File: config.mk
export PLATFORM = sky130hd
export DESIGN_NAME = contador_param
export DESIGN_NICKNAME = d
export VERILOG_FILES = /design/src/rtl/contador_param.sv
export SDC_FILE = /design/constraint.sdc
export NUM_CORES = 1
export LEC_CHECK = 0
export BUFFER_PORTS_ARGS = -buffer_cell sky130_fd_sc_hd__buf_2
export CAP_MARGIN = 15
export CORE_ASPECT_RATIO = 0.5
export CORE_MARGIN = 5
export CORE_UTILIZATION = 35
export CTS_BUF_LIST = sky130_fd_sc_hd__clkbuf_16
export DETAILED_ROUTE_END_ITERATION = 16
export HOLD_SLACK_MARGIN = 0.03
export SYNTH_ARGS = -nofsm -noshare
export SYNTH_HDL_FRONTEND = slang
export SYNTH_SLANG_ARGS = --single-unit
File: constraint.sdc
create_clock -name clk -period 2.5 [get_ports clk]
set_clock_uncertainty 0.15 [all_clocks]
set_input_delay 0 -clock clk [delete_from_list [all_inputs] [get_ports clk]]
set_output_delay 0 -clock clk [all_outputs]
set_load 0.01 [all_outputs]
File: src/rtl/contador_param.sv
// contador_param: parametrised up/down counter with configurable bounds,
// wrap or saturate at the bounds, programmable step, synchronous load,
// clock enable and level or rising-edge sensing of the count inputs.
// Bound flags are decoded from the count. Overflow and underflow are
// registered one-cycle pulses, suitable for chaining counters or driving
// display logic.
module contador_param #(
  parameter int WIDTH       = 8,
  parameter int RESET_VALUE = 106,
  parameter int MIN_VAL     = 0,
  parameter int MAX_VAL     = 2**WIDTH - 1,
  parameter bit SATURATE    = 1'b0,
  parameter bit EDGE_MODE   = 1'b0
) (
  input  logic             clk,
  input  logic             rst_n,
  input  logic             en,
  input  logic             acrescer,
  input  logic             decrecer,
  input  logic [WIDTH-1:0] step,
  input  logic             load,
  input  logic [WIDTH-1:0] load_val,
  output logic [WIDTH-1:0] saida,
  output logic             at_max,
  output logic             at_min,
  output logic             overflow,
  output logic             underflow
);

  // Reject parameter sets that would let the count escape its bounds.
  if (WIDTH < 2 || MIN_VAL < 0 || MIN_VAL >= MAX_VAL ||
      MAX_VAL > 2**WIDTH - 1 ||
      RESET_VALUE < MIN_VAL || RESET_VALUE > MAX_VAL) begin : g_bad_params
    $error("contador_param: illegal parameter set");
  end

  localparam logic [WIDTH-1:0] MIN_W   = WIDTH'(MIN_VAL);
  localparam logic [WIDTH-1:0] MAX_W   = WIDTH'(MAX_VAL);
  localparam logic [WIDTH-1:0] RESET_W = WIDTH'(RESET_VALUE);
  // Bounds widened by one bit so they compare against the unwrapped sum
  // and the signed difference without truncation.
  localparam logic        [WIDTH:0] MAX_X = (WIDTH+1)'(MAX_VAL);
  localparam logic signed [WIDTH:0] MIN_X = (WIDTH+1)'(MIN_VAL);

  logic             acrescer_q;
  logic             decrecer_q;
  logic             up;
  logic             dn;
  logic [WIDTH:0]   sum;
  logic signed [WIDTH:0] diff;
  logic [WIDTH-1:0] saida_next;
  logic             overflow_next;
  logic             underflow_next;

  // Count events: raw level, or a rising edge against the previous sample.
  assign up = EDGE_MODE ? (acrescer & ~acrescer_q) : acrescer;
  assign dn = EDGE_MODE ? (decrecer & ~decrecer_q) : decrecer;

  // One extra bit keeps the carry of the up-count and the sign of the
  // down-count, so crossings are detected without modular aliasing.
  assign sum  = {1'b0, saida} + {1'b0, step};
  assign diff = $signed({1'b0, saida}) - $signed({1'b0, step});

  // Next-state selection in priority order: load, enable, request, step.
  always_comb begin
    // NOTE: every output of this block gets a default first, so no path
    // leaves a signal unassigned and no latch is inferred.
    saida_next     = saida;
    overflow_next  = 1'b0;
    underflow_next = 1'b0;
    if (load) begin
      if (load_val < MIN_W)      saida_next = MIN_W;
      else if (load_val > MAX_W) saida_next = MAX_W;
      else                       saida_next = load_val;
    end else if (en && (up ^ dn) && (step != '0)) begin
      if (up) begin
        if (sum > MAX_X) begin
          saida_next    = SATURATE ? MAX_W : MIN_W;
          overflow_next = 1'b1;
        end else begin
          saida_next = sum[WIDTH-1:0];
        end
      end else begin
        if (diff < MIN_X) begin
          saida_next     = SATURATE ? MIN_W : MAX_W;
          underflow_next = 1'b1;
        end else begin
          saida_next = diff[WIDTH-1:0];
        end
      end
    end
  end

  // Count register, crossing pulses and edge-detect history.
  always_ff @(posedge clk or negedge rst_n) begin
    if (!rst_n) begin
      saida      <= RESET_W;
      overflow   <= 1'b0;
      underflow  <= 1'b0;
      acrescer_q <= 1'b0;
      decrecer_q <= 1'b0;
    end else begin
      // NOTE: non-blocking assignments so every register samples the
      // pre-edge values, independent of statement order.
      saida      <= saida_next;
      overflow   <= overflow_next;
      underflow  <= underflow_next;
      // History follows the raw inputs every cycle, so edges seen during
      // load or with en low are consumed rather than deferred.
      acrescer_q <= acrescer;
      decrecer_q <= decrecer;
    end
  end

  assign at_max = (saida == MAX_W);
  assign at_min = (saida == MIN_W);

endmodule
# Yosys cells after proc, flatten, opt, wreduce, memory -nomap -nowiden
# Cells that the tools add are included.
# op_classes
add_sub_neg	2
magnitude_cmp	4
n_eq_ne	1
mux	15
bitwise	1
reduce_logical	5
# ops
op	count
$mux W8	7
$add A8 B8 Y9	1
$gt A9 B8 Y1 const B	1
$lt A9 B1 Y1 const B	1
$sub A8 B8 Y9	1
$eq A8 B8 Y1 const B	1
$gt A8 B8 Y1 const B	1
$logic_not A8 Y1	1
$lt A8 B1 Y1 const B	1
$mux W1	8
$reduce_bool A8 Y1	1
$logic_and A1 B1 Y1	2
$reduce_bool A2 Y1	1
$xor A1 B1 Y1	1
# word_totals
reg_bits	10
in_bits	22
word_cells	31

# Depth between registers and ports, before layout
# Gate-level depths: netlist of run 1.
# logic_depth
ltp_word	6
depth_mapped	9

# Least setup slack after synthesis of run 1
# OpenSTA, ideal clock, no wires.
# synth_path
kind	register to register
from	register saida[1]
to	register saida[5]
setup_time_ns	0.087
arrival_ns	2.079
required_ns	2.263
slack_ns	0.184
path_stages_with_launch	9
path_buffers	0
cell_sequence	dfstp_2 > inv_1 > fa_1 > nand2b_1 > a21oi_1 > nor4_1 > o21a_1 > a2111oi_1 > o21ai_1
# synth_via
elab_chain_cells	6
elab_cells_between_ends	9
classes_between	2 x add/sub; 2 x order compare; 5 x mux
# synth_lines
element	line_no	text
start: declaration	23	output logic [WIDTH-1:0] saida,
start signal: assignment	105	saida <= saida_next;
$sub A8 B8 Y9 / $add A8 B8 Y9 (equally long branches)	62, 61	
$lt A9 B1 Y1 / $gt A9 B8 Y1 (equally long branches)	84, 77	
$mux W8, on equally long branches	84, 77	
$mux W8 *	76	if (up) begin
$mux W8 *	75	end else if (en && (up ^ dn) && (step != '0)) begin
$mux W8 *	71	if (load) begin
# Mark *: on every way between the ends. The rest lies on a longest branch, timed or not. The select of a mux whose other input is x is not followed.
# A chain may end at the register's enable or synchronous reset.

# Final worst setup path of run 1
# layout_path
from	register saida[1]
to	register saida[2]
# The elaborated chain is that of the path after synthesis.

==> flow_metrics.env, run 1 <==
export IMPL_p_leak_uw=0.0008614
export IMPL_final_setup_viol_count=0
export IMPL_cts_tree="built"
export IMPL_final_hold_violation_count=0
export IMPL_crit_family="compound AO/OA/AOI/OAI gates"
export IMPL_rr_startpoint="saida[1]$_DFFE_PN1P_"
export IMPL_antenna_found_initial=0
export IMPL_numCtsBuffers=3
export IMPL_critical_path_endpoint_type="flip-flop"
export IMPL_grt_overflow_total=0
export IMPL_critical_path_cell_chain="buf_4 > fa_1 > nor2b_1 > o211ai_1 > a21bo_2 > buf_4 > a211oi_1 > o21a_1 > o21ai_0"
export IMPL_worst_hold_path_endpoint="overflow$_DFF_PN0_"
export IMPL_antennaDiodeCount=0
export IMPL_drt_wl_total_mm=4.823
export IMPL_timing_max_slew_rel_slack_pct=70.75
export IMPL_synth_yosys_warnings=0
export IMPL_ys_seq_elements=10
export IMPL_cellPowerDensity_mw_per_mm2=576.9
export IMPL_crit_reg2reg_capture="saida[2]$_DFFE_PN0P_"
export IMPL_max_cap_viol_count=0
export IMPL_synth_compound_area_share_pct=29.34
export IMPL_proportion_of_synthesized_chip_area_in_sequential_cells_pct=18.94
export IMPL_worst_path_max_delay_cell="dfstp_2"
export IMPL_design_final_nets=263
export IMPL_htree_num_levels=1
export IMPL_min_from="acrescer"
export IMPL_flow_area_growth_from_synthesis_pct=38.07
export IMPL_num_io_pins=34
export IMPL_status="finished, final reports clean"
export IMPL_ctsLongestPathBuffers=2
export IMPL_die_w_um=97.75
export IMPL_antenna_violating_nets_post_route=0
export IMPL_synth_area_leader_cell="ha_1"
export IMPL_synth_edf_count=0
export IMPL_largest_family_of_logic_cells_by_synthesized_area="compound AO/OA/AOI/OAI gates"
export IMPL_drt_drc_violations_left=0
export IMPL_pre_cts_setup_slack_ns=-0.04233
export IMPL_die_span_in_y_um=53.88
export IMPL_synth_area_mm2=0.001348
export IMPL_port_buffers=33
export IMPL_cp_start_kind="flip-flop"
export IMPL_post_synth_main_area_contributors="ha_1 (15%), dfrtp_1 (11%), dfstp_2 (7.8%), inv_1 (4.7%), a21oi_1 (4.5%)"
export IMPL_post_drt_via_cell_ratio=5.493
export IMPL_worst_slew_pin_slew_ns=0.4387
export IMPL_ctsRootBufferMaster="clkbuf_16"
export IMPL_synth_fa_ha_area_share_pct=17.83
export IMPL_most_frequent_cells_in_the_layout="buf_2 (33), inv_1 (17), ha_1 (16), buf_4 (13), dlygate4sd3_1 (12)"
export IMPL_final_min_period_over_clock_period_pct=98.00
export IMPL_placement_rows=15
export IMPL_critPathMaxFanout=6
export IMPL_min_path_type="primary input to flip-flop"
export IMPL_avgSynthCellArea_um2=8.118
export IMPL_slack_of_the_worst_reg_to_reg_path_ns=0.05
export IMPL_layout_cells_most_common="buf_2"
export IMPL_hold_path_depth=3
export IMPL_worst_skew_pair_late_latency_ns=0.24
export IMPL_core_area_mm2=0.003566
export IMPL_ys_flop_type="dfrtp_1"
export IMPL_synth_lib_cells_used_distinct=45
export IMPL_place_gp_congestion=0.9782
export IMPL_drt_pass1_iterations=4
export IMPL_tritoncts_sinks=10
export IMPL_yosys_mux_area_fraction_pct=0.7428
export IMPL_slew_viol_final=0
export IMPL_timing_worst_setup_path_type="flip-flop to flip-flop"
export IMPL_via_count_of_the_first_global_routing_pass=1416
export IMPL_postSynthCellCount=166
export IMPL_largest_net_degree_at_the_start_of_global_routing=16
export IMPL_initial_core_util_pct=37.79
export IMPL_synth_simple_gate_area_share_pct=21.45
export IMPL_timing_critical_path_required_ns=2.45
export IMPL_detailroute_via_count=1494
export IMPL_finalPower_uw=1073
export IMPL_global_route_usage_total_pct=17.73
export IMPL_critical_path_n_buffers_inverters=2
export IMPL_timing_critical_path_from="saida[1]$_DFFE_PN1P_"
export IMPL_grt_setup_unrepaired="yes"
export IMPL_async_flop_share_pct=100.0
export IMPL_wl_per_cell_um=17.73
export IMPL_synth_xor_xnor_area_share_pct=3.900
export IMPL_worstPathArrival_ns=2.40
export IMPL_synth_top_cell_area_share_pct=14.86
export IMPL_post_route_worst_setup_slack_ns=0.05003
export IMPL_reg2reg_depth=9
export IMPL_global_route_wire_length_before_repair_mm=7.162
export IMPL_worst_path_most_repeated_cell="buf_4"
export IMPL_initial_drt_markers=128
export IMPL_place_detailed_hpwl_mm=3.407
export IMPL_syn_nets=206
export IMPL_period_minus_slack_ns=2.450
export IMPL_timing_critical_path_slowest_cell_delay_ns=0.58
export IMPL_clock_transition_at_path_regs_ns=0.04
export IMPL_irDropWorstVdd_mv=0.3403
export IMPL_floorplan_die_area_mm2=0.005266
export IMPL_utilization_pct=52.18
export IMPL_layout_drive_gt1_share_pct=30.32
export IMPL_max_freq_mhz=408.2
[cells in the mapped netlist (2+ instances only)]
library cell and instances:
fa_1 2, a211oi_1 3, o21ai_1 2, o211ai_1 2, nand4_1 2, o22ai_1 4, or2_2 2, buf_2 3
nand2_1 5, buf_6 2, dfrtp_1 6, inv_1 17, o21a_1 5, nor3_1 3, nor2b_1 5, o211ai_2 2
xor2_1 2, ha_1 16, a21oi_1 12, dfstp_2 4, o21ai_0 9, or3_1 3, nand2b_1 8, nor2_1 10
or4_1 6, xnor2_1 4, a31oi_1 5, a22oi_1 4, o21bai_1 2
[through the flow]
step | hold WS (ns) | setup TNS (ns) | cell area [um2] | std cells
2_1_floorplan | -0.4456 | 0 | 1348 | 166
3_3_place_gp | -0.2683 | 0 | 1595 | 252
3_5_place_dp | -0.2777 | -0.04233 | 1595 | 252
4_1_cts | 0.03954 | 0 | 1795 | 267
5_1_grt | 0.07190 | -0.3685 | 1861 | 272
6_report | 0.04172 | 0 | 1861 | 272
[power breakdown]
| group | internal, uW | total (uW) | switching (uW) |
|---|---|---|---|
| clock | 207 | 282 | 74.1 |
| sequential | 189 | 212 | 22.7 |
| combinational | 261 | 580 | 318 |
| total | 658 | 1070 | 415 |
[registers in the layout (all words and copies together), names as in the netlist]
register	cells
underflow	1
overflow	1
saida	8
[what timing repair did]
item | in CTS | in global routing
pin swaps | 0 | 3
hold buffers | 12 | 0
gates cloned | 0 | 0
hold endpoints to repair | 18 | 0
resized for setup | 1 | 7
setup buffers | 0 | 5
endpoints found under the setup margin | 1 | 8
[area by class of cell]
cell class	count	area, um2
inverters	17	63.81
flip-flops and latches	10	255.2
multi-input cells	133	1020
fillers	336	1705
repair buffers	58	382.9
clock buffers	3	75.07
well taps	51	63.81
[tightest hold or removal path: stages]
cell     delay [ns]
buf_2          0.20
nand2_1        0.11
a21oi_1        0.07
[worst max path at each step]
| stage | to | slack, ns | cells after the start |
|---|---|---|---|
| floorplan | saida[5]$_DFFE_PN1P_ | 0.18 | 8 |
| global placement | saida[0]$_DFFE_PN0P_ | 0.06 | 9 |
| finish | saida[2]$_DFFE_PN0P_ | 0.05 | 9 |
| CTS | saida[5]$_DFFE_PN1P_ | 0.01 | 8 |
| global route | saida[2]$_DFFE_PN0P_ | -0.14 | 9 |
| detailed placement | saida[5]$_DFFE_PN1P_ | -0.04 | 8 |
[cells by family (layout without fill, tap and decap cells)]
family          Yosys count  in the layout
compound gates           58             58
xor+xnor                  6              6
fa+ha+maj                18             18
buf+inv                  23             78
flops                    10             10
mux                       1              1
simple gates             50             50
[metal layers]
metal	vias to the layer above	track usage, %	share of wire, %	routed length [um]
li1	714	-	-	-
met3	4	6.080	9.8	472
met1	700	23.36	45	2182
met2	76	28.12	44	2134
met5	-	0	0	0
met4	0	4.828	0.73	35
Power figures use the tool's default switching activity.
==> inputs of run 2 (changes only) <==
--- a/config.mk
+++ b/config.mk
@@ -14,2 +14,3 @@
 export DETAILED_ROUTE_END_ITERATION = 16
+export GPL_TIMING_DRIVEN = 0
 export HOLD_SLACK_MARGIN = 0.03
--- a/constraint.sdc
+++ b/constraint.sdc
@@ -4,2 +4,2 @@
 set_output_delay 0 -clock clk [all_outputs]
-set_load 0.01 [all_outputs]
+set_load 0.02 [all_outputs]
==> flow_metrics.env, run 2 (synthesis results as in run 1) <==
export IMPL_status="finished, final reports clean"
export IMPL_worst_path_max_delay_cell="dfrtp_2"
export IMPL_timing_critical_path_required_ns=2.47
export IMPL_timing_critical_path_slowest_cell_delay_ns=0.43
export IMPL_max_freq_mhz=408.8
export IMPL_largest_net_degree_at_the_start_of_global_routing=11
export IMPL_post_drt_via_cell_ratio=5.249
export IMPL_min_from="load"
export IMPL_htree_num_levels=1
export IMPL_antenna_found_initial=0
export IMPL_worst_skew_pair_late_latency_ns=0.23
export IMPL_pre_cts_setup_slack_ns=-0.1815
export IMPL_floorplan_die_area_mm2=0.005266
export IMPL_drt_pass1_iterations=4
export IMPL_place_detailed_hpwl_mm=3.273
export IMPL_largest_registers="saida (8), overflow (1), underflow (1)"
export IMPL_via_count_of_the_first_global_routing_pass=1337
export IMPL_largest_register_ff_count=8
export IMPL_detailroute_via_count=1412
export IMPL_timing_worst_setup_path_type="flip-flop to flip-flop"
export IMPL_placement_rows=15
export IMPL_final_hold_violation_count=0
export IMPL_regMostFlops="saida"
export IMPL_critical_path_n_buffers_inverters=0
export IMPL_antennaDiodeCount=0
export IMPL_layout_cells_most_common="buf_2"
export IMPL_slack_of_the_worst_reg_to_reg_path_ns=0.05
export IMPL_worst_slew_pin_slew_ns=0.3999
export IMPL_worstPathArrival_ns=2.42
export IMPL_cp_start_kind="flip-flop"
export IMPL_ctsRootBufferMaster="clkbuf_16"
export IMPL_initial_drt_markers=88
export IMPL_final_min_period_over_clock_period_pct=97.84
export IMPL_die_span_in_y_um=53.88
export IMPL_path_depth=8
export IMPL_global_route_usage_total_pct=16.22
export IMPL_drt_wl_total_mm=4.283
export IMPL_tritoncts_sinks=10
export IMPL_post_route_worst_setup_slack_ns=0.05388
export IMPL_timing_critical_path_from="saida[0]$_DFFE_PN0P_"
export IMPL_core_area_mm2=0.003566
export IMPL_crit_family="compound AO/OA/AOI/OAI gates"
export IMPL_port_buffers=33
export IMPL_cts_tree="built"
export IMPL_global_route_wire_length_before_repair_mm=6.706
export IMPL_critical_path_endpoint_type="flip-flop"
export IMPL_setup_tns_final_ns=0
export IMPL_slew_viol_final=0
export IMPL_clock_transition_at_path_regs_ns=0.04
export IMPL_place_gp_congestion=0.9190
export IMPL_layout_drive_gt1_share_pct=32.57
export IMPL_period_minus_slack_ns=2.446
export IMPL_endpoint="saida[7]$_DFFE_PN0P_"
export IMPL_reg2reg_depth=8
export IMPL_irDropWorstVdd_mv=0.4996
export IMPL_numCtsBuffers=3
export IMPL_wl_per_cell_um=15.92
export IMPL_ctsLongestPathBuffers=2
export IMPL_final_setup_viol_count=0
export IMPL_max_cap_viol_count=0
export IMPL_cellPowerDensity_mw_per_mm2=571.8
export IMPL_p_leak_uw=0.0008511
export IMPL_design_final_nets=259
export IMPL_flow_area_growth_from_synthesis_pct=39.18
export IMPL_min_path_type="primary input to flip-flop"
export IMPL_critical_path_cell_chain="ha_1 > fa_2 > nor2b_1 > o211ai_1 > a21bo_2 > nor2b_2 > mux2i_1 > a31oi_1"
export IMPL_antenna_violating_nets_post_route=0
export IMPL_timing_max_slew_rel_slack_pct=73.06
export IMPL_most_frequent_cells_in_the_layout="buf_2 (36), inv_1 (17), ha_1 (16), a21oi_1 (11)"
export IMPL_grt_overflow_total=0
export IMPL_critPathMaxFanout=6
export IMPL_crit_reg2reg_capture="saida[7]$_DFFE_PN0P_"
export IMPL_rr_startpoint="saida[0]$_DFFE_PN0P_"
export IMPL_initial_core_util_pct=37.79
export IMPL_drt_drc_violations_left=0
export IMPL_die_w_um=97.75
export IMPL_num_io_pins=34
-- run 2: cell types whose count changed in the layout (fill, tap and decap cells not counted), moves of 2 or more --
cell,previous run,this run
buf_2,33,36
fa_1,2,0
fa_2,0,2
o21ai_1,3,6
buf_4,13,5
buf_6,0,2
o21ai_0,8,4
dlygate4sd3_1,12,10
-- run 2: worst min-delay path by stage --
stage / endpoint / slack [ns] / cells past startpoint
after floorplan: overflow$_DFF_PN0_ / -0.45 / 0
after global placement: saida[2]$_DFFE_PN0P_ / -0.29 / 1
after detailed placement: underflow$_DFF_PN0_ / -0.28 / 1
after CTS: saida[1]$_DFFE_PN1P_ / 0.05 / 3
after global routing: saida[5]$_DFFE_PN1P_ / 0.06 / 3
final: saida[5]$_DFFE_PN1P_ / 0.02 / 3
-- run 2: area by class of cell --
| class | count | area (um2) |
|---|---|---|
| Buffer | 6 | 41.29 |
| Multi-Input combinational cell | 133 | 1069 |
| Fill cell | 366 | 1690 |
| Sequential cell | 10 | 256.5 |
| Tap cell | 51 | 63.81 |
| Inverter | 17 | 63.81 |
| Clock inverter | 1 | 3.754 |
| Clock buffer | 3 | 75.07 |
| Timing Repair Buffer | 48 | 302.8 |
-- run 2: worst min-delay path: cells and delay by family --
family	cells	cell delay (ns)
buffers and inverters	1	0.19
AOI/OAI and AO/OA	2	0.17
-- run 2: where the power goes --
group          leakage [uW]  total [uW]  internal [uW]  switching [uW]
sequential         0.000115         227            190            36.7
clock             0.0000385         275            209            66.2
combinational      0.000698         571            254             317
-- run 2: through the flow --
step	total power (uW)	hold WS (ns)	instance area, um2	util, %	std cells
after floorplan	560.9	-0.4456	1348	-	166
after global placement	693.7	-0.2882	1577	44.21	250
after detailed placement	699.8	-0.2842	1577	44.21	250
after CTS	1026	0.04984	1800	50.49	267
after global routing	1143	0.06095	1876	52.60	269
final	1072	0.02011	1876	52.60	269
-- run 2: per-layer routing --
layer	share of wire, %	GRT usage, %	vias up
met5	0	0	-
met4	0.63	3.448	0
met3	4.1	1.682	4
met2	45	26.64	31
met1	51	23.37	671
li1	-	-	706
-- run 2: timing repair --
action,4_1_cts,5_1_grt
setup endpoints to repair,6,9
hold buffers,10,0
resized for setup,5,16
buffers inserted,3,2
pin swaps,2,4
endpoints found under the hold margin,18,0
cloned,0,0
